$ cat config.mk
export PLATFORM = sky130hd
export DESIGN_NAME = pmem_scheduler
export DESIGN_NICKNAME = d
export VERILOG_FILES = /design/src/rtl/pmem_scheduler_pkg.sv /design/src/rtl/pmem_scheduler_wb_buffer.sv /design/src/rtl/pmem_scheduler.sv
export SDC_FILE = /design/constraint.sdc
export NUM_CORES = 1
export LEC_CHECK = 0
export ABC_AREA = 1
export CAP_MARGIN = 5
export CORE_AREA = 2 2 542 544
export CTS_BUF_LIST = sky130_fd_sc_hd__clkbuf_4 sky130_fd_sc_hd__clkbuf_8
export CTS_CLUSTER_DIAMETER = 50
export CTS_CLUSTER_SIZE = 25
export DETAILED_ROUTE_END_ITERATION = 6
export DIE_AREA = 0 0 544 546
export GPL_TIMING_DRIVEN = 0
export PLACE_DENSITY_LB_ADDON = 0.12
export SYNTH_ARGS = -nofsm -noshare
export SYNTH_HDL_FRONTEND = slang
export SYNTH_SLANG_ARGS = --single-unit
$ cat constraint.sdc
create_clock -name clk -period 2.72 [get_ports clk]
set_clock_uncertainty 0.15 [all_clocks]
set_input_delay 0.816 -clock clk [delete_from_list [all_inputs] [get_ports clk]]
set_output_delay 0.816 -clock clk [all_outputs]
set_load 0.01 [all_outputs]
$ cat src/rtl/pmem_scheduler_pkg.sv
// Shared types for the I/D memory-port scheduler and its victim buffer.
package pmem_scheduler_pkg;
  localparam int PMEM_ADDR_BITS   = 32;
  localparam int PMEM_LINE_BITS   = 256;
  localparam int PMEM_OFFSET_BITS = 5;

  typedef logic [PMEM_LINE_BITS-1:0] cacheline_t;

  typedef enum logic [1:0] {
    SCHED_IDLE,
    SCHED_IREAD,
    SCHED_DREAD,
    SCHED_DRAIN
  } sched_state_t;

  typedef enum logic {
    GRANT_I,
    GRANT_D
  } grant_t;
endpackage

$ cat src/rtl/pmem_scheduler_wb_buffer.sv
// One-entry victim buffer holding a single D-cache writeback line.
module pmem_scheduler_wb_buffer
  import pmem_scheduler_pkg::*;
#(
  parameter int ADDR_BITS   = PMEM_ADDR_BITS,
  parameter int LINE_BITS   = PMEM_LINE_BITS,
  parameter int OFFSET_BITS = PMEM_OFFSET_BITS
) (
  input  logic                 clk,
  input  logic                 rst,
  input  logic                 load,
  input  logic                 clear,
  input  logic [ADDR_BITS-1:0] load_addr,
  input  logic [LINE_BITS-1:0] load_line,
  input  logic [ADDR_BITS-1:0] i_addr,
  input  logic [ADDR_BITS-1:0] d_addr,
  output logic                 valid,
  output logic [ADDR_BITS-1:0] addr,
  output logic [LINE_BITS-1:0] line,
  output logic                 match_i,
  output logic                 match_d
);
  logic                 valid_q, valid_d;
  logic [ADDR_BITS-1:0] addr_q, addr_d;
  logic [LINE_BITS-1:0] line_q, line_d;

  always_comb begin
    valid_d = valid_q;
    addr_d  = addr_q;
    line_d  = line_q;
    if (clear) valid_d = 1'b0;
    if (load) begin
      valid_d = 1'b1;
      addr_d  = load_addr;
      line_d  = load_line;
    end
  end

  always_ff @(posedge clk) begin
    if (rst) begin
      valid_q <= 1'b0;
      addr_q  <= '0;
      line_q  <= '0;
    end else begin
      valid_q <= valid_d;
      addr_q  <= addr_d;
      line_q  <= line_d;
    end
  end

  // Line match ignores the byte offset within the cacheline.
  assign match_i = valid_q && (i_addr[ADDR_BITS-1:OFFSET_BITS] == addr_q[ADDR_BITS-1:OFFSET_BITS]);
  assign match_d = valid_q && (d_addr[ADDR_BITS-1:OFFSET_BITS] == addr_q[ADDR_BITS-1:OFFSET_BITS]);
  assign valid   = valid_q;
  assign addr    = addr_q;
  assign line    = line_q;
endmodule

$ cat src/rtl/pmem_scheduler.sv
// Shares one cacheline adaptor between I-cache and D-cache with a one-line victim buffer.
// Build option: PMEM_SCHED_FWD_EN lets reads that hit the buffered line be answered from it.
module pmem_scheduler
  import pmem_scheduler_pkg::*;
#(
  parameter int ADDR_BITS   = PMEM_ADDR_BITS,
  parameter int LINE_BITS   = PMEM_LINE_BITS,
  parameter int OFFSET_BITS = PMEM_OFFSET_BITS
) (
  input  logic                 clk,
  input  logic                 rst,
  input  logic [ADDR_BITS-1:0] instr_mem_address,
  input  logic                 instr_mem_read,
  output logic [LINE_BITS-1:0] instr_mem_burst,
  output logic                 instr_mem_resp,
  input  logic [ADDR_BITS-1:0] data_mem_address,
  input  logic                 data_mem_read,
  input  logic                 data_mem_write,
  input  logic [LINE_BITS-1:0] data_cache_burst,
  output logic [LINE_BITS-1:0] data_mem_burst,
  output logic                 data_mem_resp,
  output logic [ADDR_BITS-1:0] pmem_address,
  output logic                 pmem_read,
  output logic                 pmem_write,
  output logic [LINE_BITS-1:0] pmem_wburst,
  input  logic [LINE_BITS-1:0] pmem_rburst,
  input  logic                 pmem_resp
);
  sched_state_t         state_q, state_d;
  grant_t               last_grant_q, last_grant_d;
  logic                 pmem_read_q, pmem_read_d;
  logic                 pmem_write_q, pmem_write_d;
  logic [ADDR_BITS-1:0] pmem_addr_q, pmem_addr_d;

  logic                 wb_load, wb_clear, wb_valid, match_i, match_d;
  logic [ADDR_BITS-1:0] wb_addr;
  logic [LINE_BITS-1:0] wb_line;

  pmem_scheduler_wb_buffer #(
    .ADDR_BITS(ADDR_BITS), .LINE_BITS(LINE_BITS), .OFFSET_BITS(OFFSET_BITS)
  ) u_wb_buffer (
    .clk(clk), .rst(rst), .load(wb_load), .clear(wb_clear),
    .load_addr(data_mem_address), .load_line(data_cache_burst),
    .i_addr(instr_mem_address), .d_addr(data_mem_address),
    .valid(wb_valid), .addr(wb_addr), .line(wb_line),
    .match_i(match_i), .match_d(match_d)
  );

  always_comb begin
    state_d         = state_q;
    last_grant_d    = last_grant_q;
    pmem_read_d     = pmem_read_q;
    pmem_write_d    = pmem_write_q;
    pmem_addr_d     = pmem_addr_q;
    wb_load         = 1'b0;
    wb_clear        = 1'b0;
    instr_mem_resp  = 1'b0;
    instr_mem_burst = '0;
    data_mem_resp   = 1'b0;
    data_mem_burst  = '0;
    unique case (state_q)
      SCHED_IDLE: begin
        if (data_mem_write && !wb_valid) begin
          wb_load       = 1'b1;
          data_mem_resp = 1'b1;
        end else if ((data_mem_read && match_d) || (instr_mem_read && match_i)) begin
`ifdef PMEM_SCHED_FWD_EN
          if (data_mem_read && match_d) begin
            data_mem_resp  = 1'b1;
            data_mem_burst = wb_line;
          end else begin
            instr_mem_resp  = 1'b1;
            instr_mem_burst = wb_line;
          end
`else
          state_d      = SCHED_DRAIN;
          pmem_write_d = 1'b1;
          pmem_addr_d  = wb_addr;
`endif
        end else if (instr_mem_read && (!data_mem_read || last_grant_q == GRANT_D)) begin
          state_d      = SCHED_IREAD;
          pmem_read_d  = 1'b1;
          pmem_addr_d  = instr_mem_address;
          last_grant_d = GRANT_I;
        end else if (data_mem_read) begin
          state_d      = SCHED_DREAD;
          pmem_read_d  = 1'b1;
          pmem_addr_d  = data_mem_address;
          last_grant_d = GRANT_D;
        end else if (wb_valid) begin
          state_d      = SCHED_DRAIN;
          pmem_write_d = 1'b1;
          pmem_addr_d  = wb_addr;
        end
      end
      SCHED_IREAD: if (pmem_resp) begin
        instr_mem_resp  = 1'b1;
        instr_mem_burst = pmem_rburst;
        state_d         = SCHED_IDLE;
        pmem_read_d     = 1'b0;
        pmem_addr_d     = '0;
      end
      SCHED_DREAD: if (pmem_resp) begin
        data_mem_resp  = 1'b1;
        data_mem_burst = pmem_rburst;
        state_d        = SCHED_IDLE;
        pmem_read_d    = 1'b0;
        pmem_addr_d    = '0;
      end
      SCHED_DRAIN: if (pmem_resp) begin
        wb_clear     = 1'b1;
        state_d      = SCHED_IDLE;
        pmem_write_d = 1'b0;
        pmem_addr_d  = '0;
      end
      default: state_d = SCHED_IDLE;
    endcase
  end

  always_ff @(posedge clk) begin
    if (rst) begin
      state_q      <= SCHED_IDLE;
      last_grant_q <= GRANT_D;
      pmem_read_q  <= 1'b0;
      pmem_write_q <= 1'b0;
      pmem_addr_q  <= '0;
    end else begin
      state_q      <= state_d;
      last_grant_q <= last_grant_d;
      pmem_read_q  <= pmem_read_d;
      pmem_write_q <= pmem_write_d;
      pmem_addr_q  <= pmem_addr_d;
    end
  end

  assign pmem_read    = pmem_read_q;
  assign pmem_write   = pmem_write_q;
  assign pmem_address = pmem_addr_q;
  assign pmem_wburst  = wb_line;
endmodule
==> out/qor.csv <==
metric,value,unit
outcome,finished with violations,
failing checks,negative setup slack,
CP endpoint,data_mem_burst[55],
Post-Syn Instances,2733,
fraction of power consumed by sequential logic,25.2,%
"Req. time, crit path",1.75,ns
warnings from Yosys,0,
Layout Nets,4894,
critical-path cell list,inv_4 -> ha_4 -> nand2_8 -> clkbuf_16 -> clkbuf_16 -> nor2_4 -> buf_6,
crit path DAT,2.47,ns
initial antenna violation count,183,
clock power share,27.3,%
hold buffers post-CTS,0,
number of global-route vias before repair,26000,
Synth Flop Type,dfxtp_1,
layout cells sized above 1,25.3,%
worst r2r dst,pmem_address[14]$_SDFFE_PP0P_,
DRC viols,0,
Synth-to-Final Area Change,146,%
"Seq/Total Area, Yosys",39.1,%
Fillers,33800,
Clock Latency Late Sink,0.83,ns
Crit path depth,7,
Synth area leader,dfxtp_1,
Routed Antenna Nets,0,
CP dominant cell by count,clkbuf_16,
Placer Congestion,0.932,
worst min path class,reg -> reg,
"slowest stage cell, crit path",dfxtp_4,
H-Tree Depth,3,
mapped cell area,0.0167,mm²
CTS max path bufs,3,
PD cells,625,mW/mm²
Starting DRT DRC Count,1490,
CP peak stage delay,0.36,ns
design area,0.0411,mm²
share of the synthesized area in the top cell type,39.1,%
reg2reg path depth,10,
"Period Utilization, post-route",126,%
Post-synth EDFFs,0,
Comb power frac,47.5,%
Setup WS post-layout,-0.718,ns
number of placed I/O pins,1386,
Final Non-Filler Cells,8406,
final WL,282,mm
cts bufs inserted,74,
CTS tree,built,
Pre-Repair DR Iteration Count,5,
asr flop ratio synth,0,%
Mapped Nets,3319,
Slew Limit Headroom,25.0,%
count of cell types in the netlist,28,
Synth Register Bits,326,
sw frac,43.3,%
CTS root buf,clkbuf_8,
vias per inst,3.07,
first-pass GRT wire length,336,mm
"CTS clk-pin slew, worst paths",0.06,ns
Worst Setup End Kind,output pin,
Starting Density,5.72,%
Leakage,17.6,nW
die area,0.297,mm²
Crit Reg-Reg Startpoint,state_q[1]$_SDFFE_PP0P_,
crit path time final,3.44,ns
top routing layer in use,met5,
most frequent cells after synthesis,"nor2_1, inv_1, dfxtp_1",
RSZ-0062 raised after global routing,true,
IO buf count,1385,
"count leader, synth",nor2_1,
Worst setup SP type,flip-flop,
Buf/Inv on CP,4,
Worst Tran Pin Value,1.13,ns
Worst Setup SP,state_q[0]$_SDFFE_PP0P_,
R2R Setup Slk,-0.12,ns
Cell Rows,199,
"Cell Area, Placed",0.0355,mm²
Psw,11.1,mW
peak fanout along the critical path,8,
Core Region,0.292,mm²
kind of critical path,reg -> out,
Reg area,0.00653,mm²
DR vias,25800,
largest net degree at the start of global routing,13,
die height,546,µm
final hold vios,0,
maxcap violations,0,
Cell Int Power,14.6,mW
Die W,544,µm
Fmax,291,MHz
WL met2,137,mm
routed wl met3,33.5,mm
Synth area leaders,"dfxtp_1, nor2_1, o21ai_0",
gr usage total,18.2,%
Num Clock Sinks,326,
HPWL Detailed,240,mm
placed cell count,8038,
Avg WL per Cell,33.5,µm
GR Overflow Total,0,
Worst VDD drop,284,µV
final setup violation count,706,
met1 WL,89.5,mm
Post-Syn Area per Cell,6.11,µm²
Multi-input gate area,0.00960,mm²
"Slew Viols, Final",0,
"delay-heaviest family, CP",buffers and inverters,
-- cell type report --
| cell class | instances | area share, % |
|---|---|---|
| sequential | 326 | 15.9 |
| multi-input combinational | 1841 | 23.4 |
| clock buffer | 93 | 3.04 |
| clock inverter | 38 | 1.21 |
| timing repair buffer | 1502 | 36.0 |
| antenna | 124 | 0.755 |
| buffer | 190 | 4.40 |
| tap | 3919 | 11.9 |
| inverter | 373 | 3.43 |
-- power groups by stage --
stage	registers [mW]	logic, mW	clock network (mW)
6_report	6.46	12.2	7.00
5_1_grt	6.59	13.0	7.47
4_1_cts	6.49	11.6	7.38
3_3_place_gp	6.55	11.1	0
2_1_floorplan	6.78	3.16	0
3_5_place_dp	6.55	11.0	0
-- how the worst min path moves through the flow --
stage	from	end	slack, ns	cells after the start
CTS	data_cache_burst[3]	u_wb_buffer.line[3]$_SDFFE_PP0P_	0.29	3
finish	last_grant_q$_SDFFE_PP1P_	last_grant_q$_SDFFE_PP1P_	0.35	2
global route	data_cache_burst[253]	u_wb_buffer.line[253]$_SDFFE_PP0P_	0.37	3
global placement	u_wb_buffer.line[30]$_SDFFE_PP0P_	u_wb_buffer.line[30]$_SDFFE_PP0P_	0.34	2
detailed placement	u_wb_buffer.line[223]$_SDFFE_PP0P_	u_wb_buffer.line[223]$_SDFFE_PP0P_	0.35	2
floorplan	last_grant_q$_SDFFE_PP1P_	last_grant_q$_SDFFE_PP1P_	0.29	2
-- sequential cells by signal (all words and copies together) (netlist names) --
signal,count
state_q,2
u_wb_buffer.addr,32
last_grant_q,1
u_wb_buffer.line,256
pmem_address,32
u_wb_buffer.valid,1
pmem_write,1
pmem_read,1
-- cell families (layout without fill, tap and decap cells) --
| kind of cell | Yosys count | count (layout) | synth area share (%) |
|---|---|---|---|
| compound gates | 408 | 408 | 13.2 |
| xor+xnor | 18 | 18 | 0.944 |
| simple gates | 1411 | 1411 | 33.2 |
| buf+inv | 566 | 2196 | 13.3 |
| other cells | 0 | 124 | 0 |
| fa+ha+maj | 4 | 4 | 0.300 |
| flops | 326 | 326 | 39.1 |
-- per-layer routing --
layer | track usage (%) | vias to the layer above
li1 | - | 11700
met1 | 16.6 | 12100
met2 | 31.6 | 1517
met3 | 9.43 | 462
met4 | 11.7 | 108
met5 | 0 | -
-- worst min-delay path: cells and delay by family (launching register included) --
kind / cells / cell delay (ns)
simple gates: 2 / 0.13
flops: 1 / 0.33
-- placed cells by master, fill, tap and decap left out, types with 18 or more instances in the layout --
cell type        instances
clkdlybuf4s50_1        870
nor2_1                 818
inv_1                  347
dfxtp_1                324
o21ai_0                311
buf_2                  221
nand2_1                210
nor2_4                 182
buf_6                  154
buf_4                  126
diode_2                124
clkbuf_8                96
nor2_2                  89
clkbuf_1                82
dlygate4sd2_1           64
nand3_1                 63
buf_12                  60
clkbuf_16               49
nand4_1                 34
o21a_1                  32
clkdlybuf4s15_2         32
a21oi_1                 27
o211ai_1                18
-- per-stage QoR --
stage,power (mW),hold WS [ns],utilization (%),setup TNS (ns),worst slack (ns)
global route,27.1,0.372,14.0,-433.23,-0.821
floorplan,9.94,0.293,-,0,0.129
CTS,25.5,0.287,13.2,-457.16,-0.818
global placement,17.7,0.343,12.1,-1608.51,-3.21
detailed placement,17.6,0.345,12.2,-1568.25,-3.19
finish,25.7,0.354,14.1,-298.59,-0.718
-- timing repair --
item / CTS / global route
buffers inserted: 32 / 48
pin swaps: 9 / 6
cloned: 13 / 24
endpoints found under the setup margin: 1004 / 1083
gates resized for setup: 2223 / 883
No activity file was read; power rests on OpenSTA's default activity.
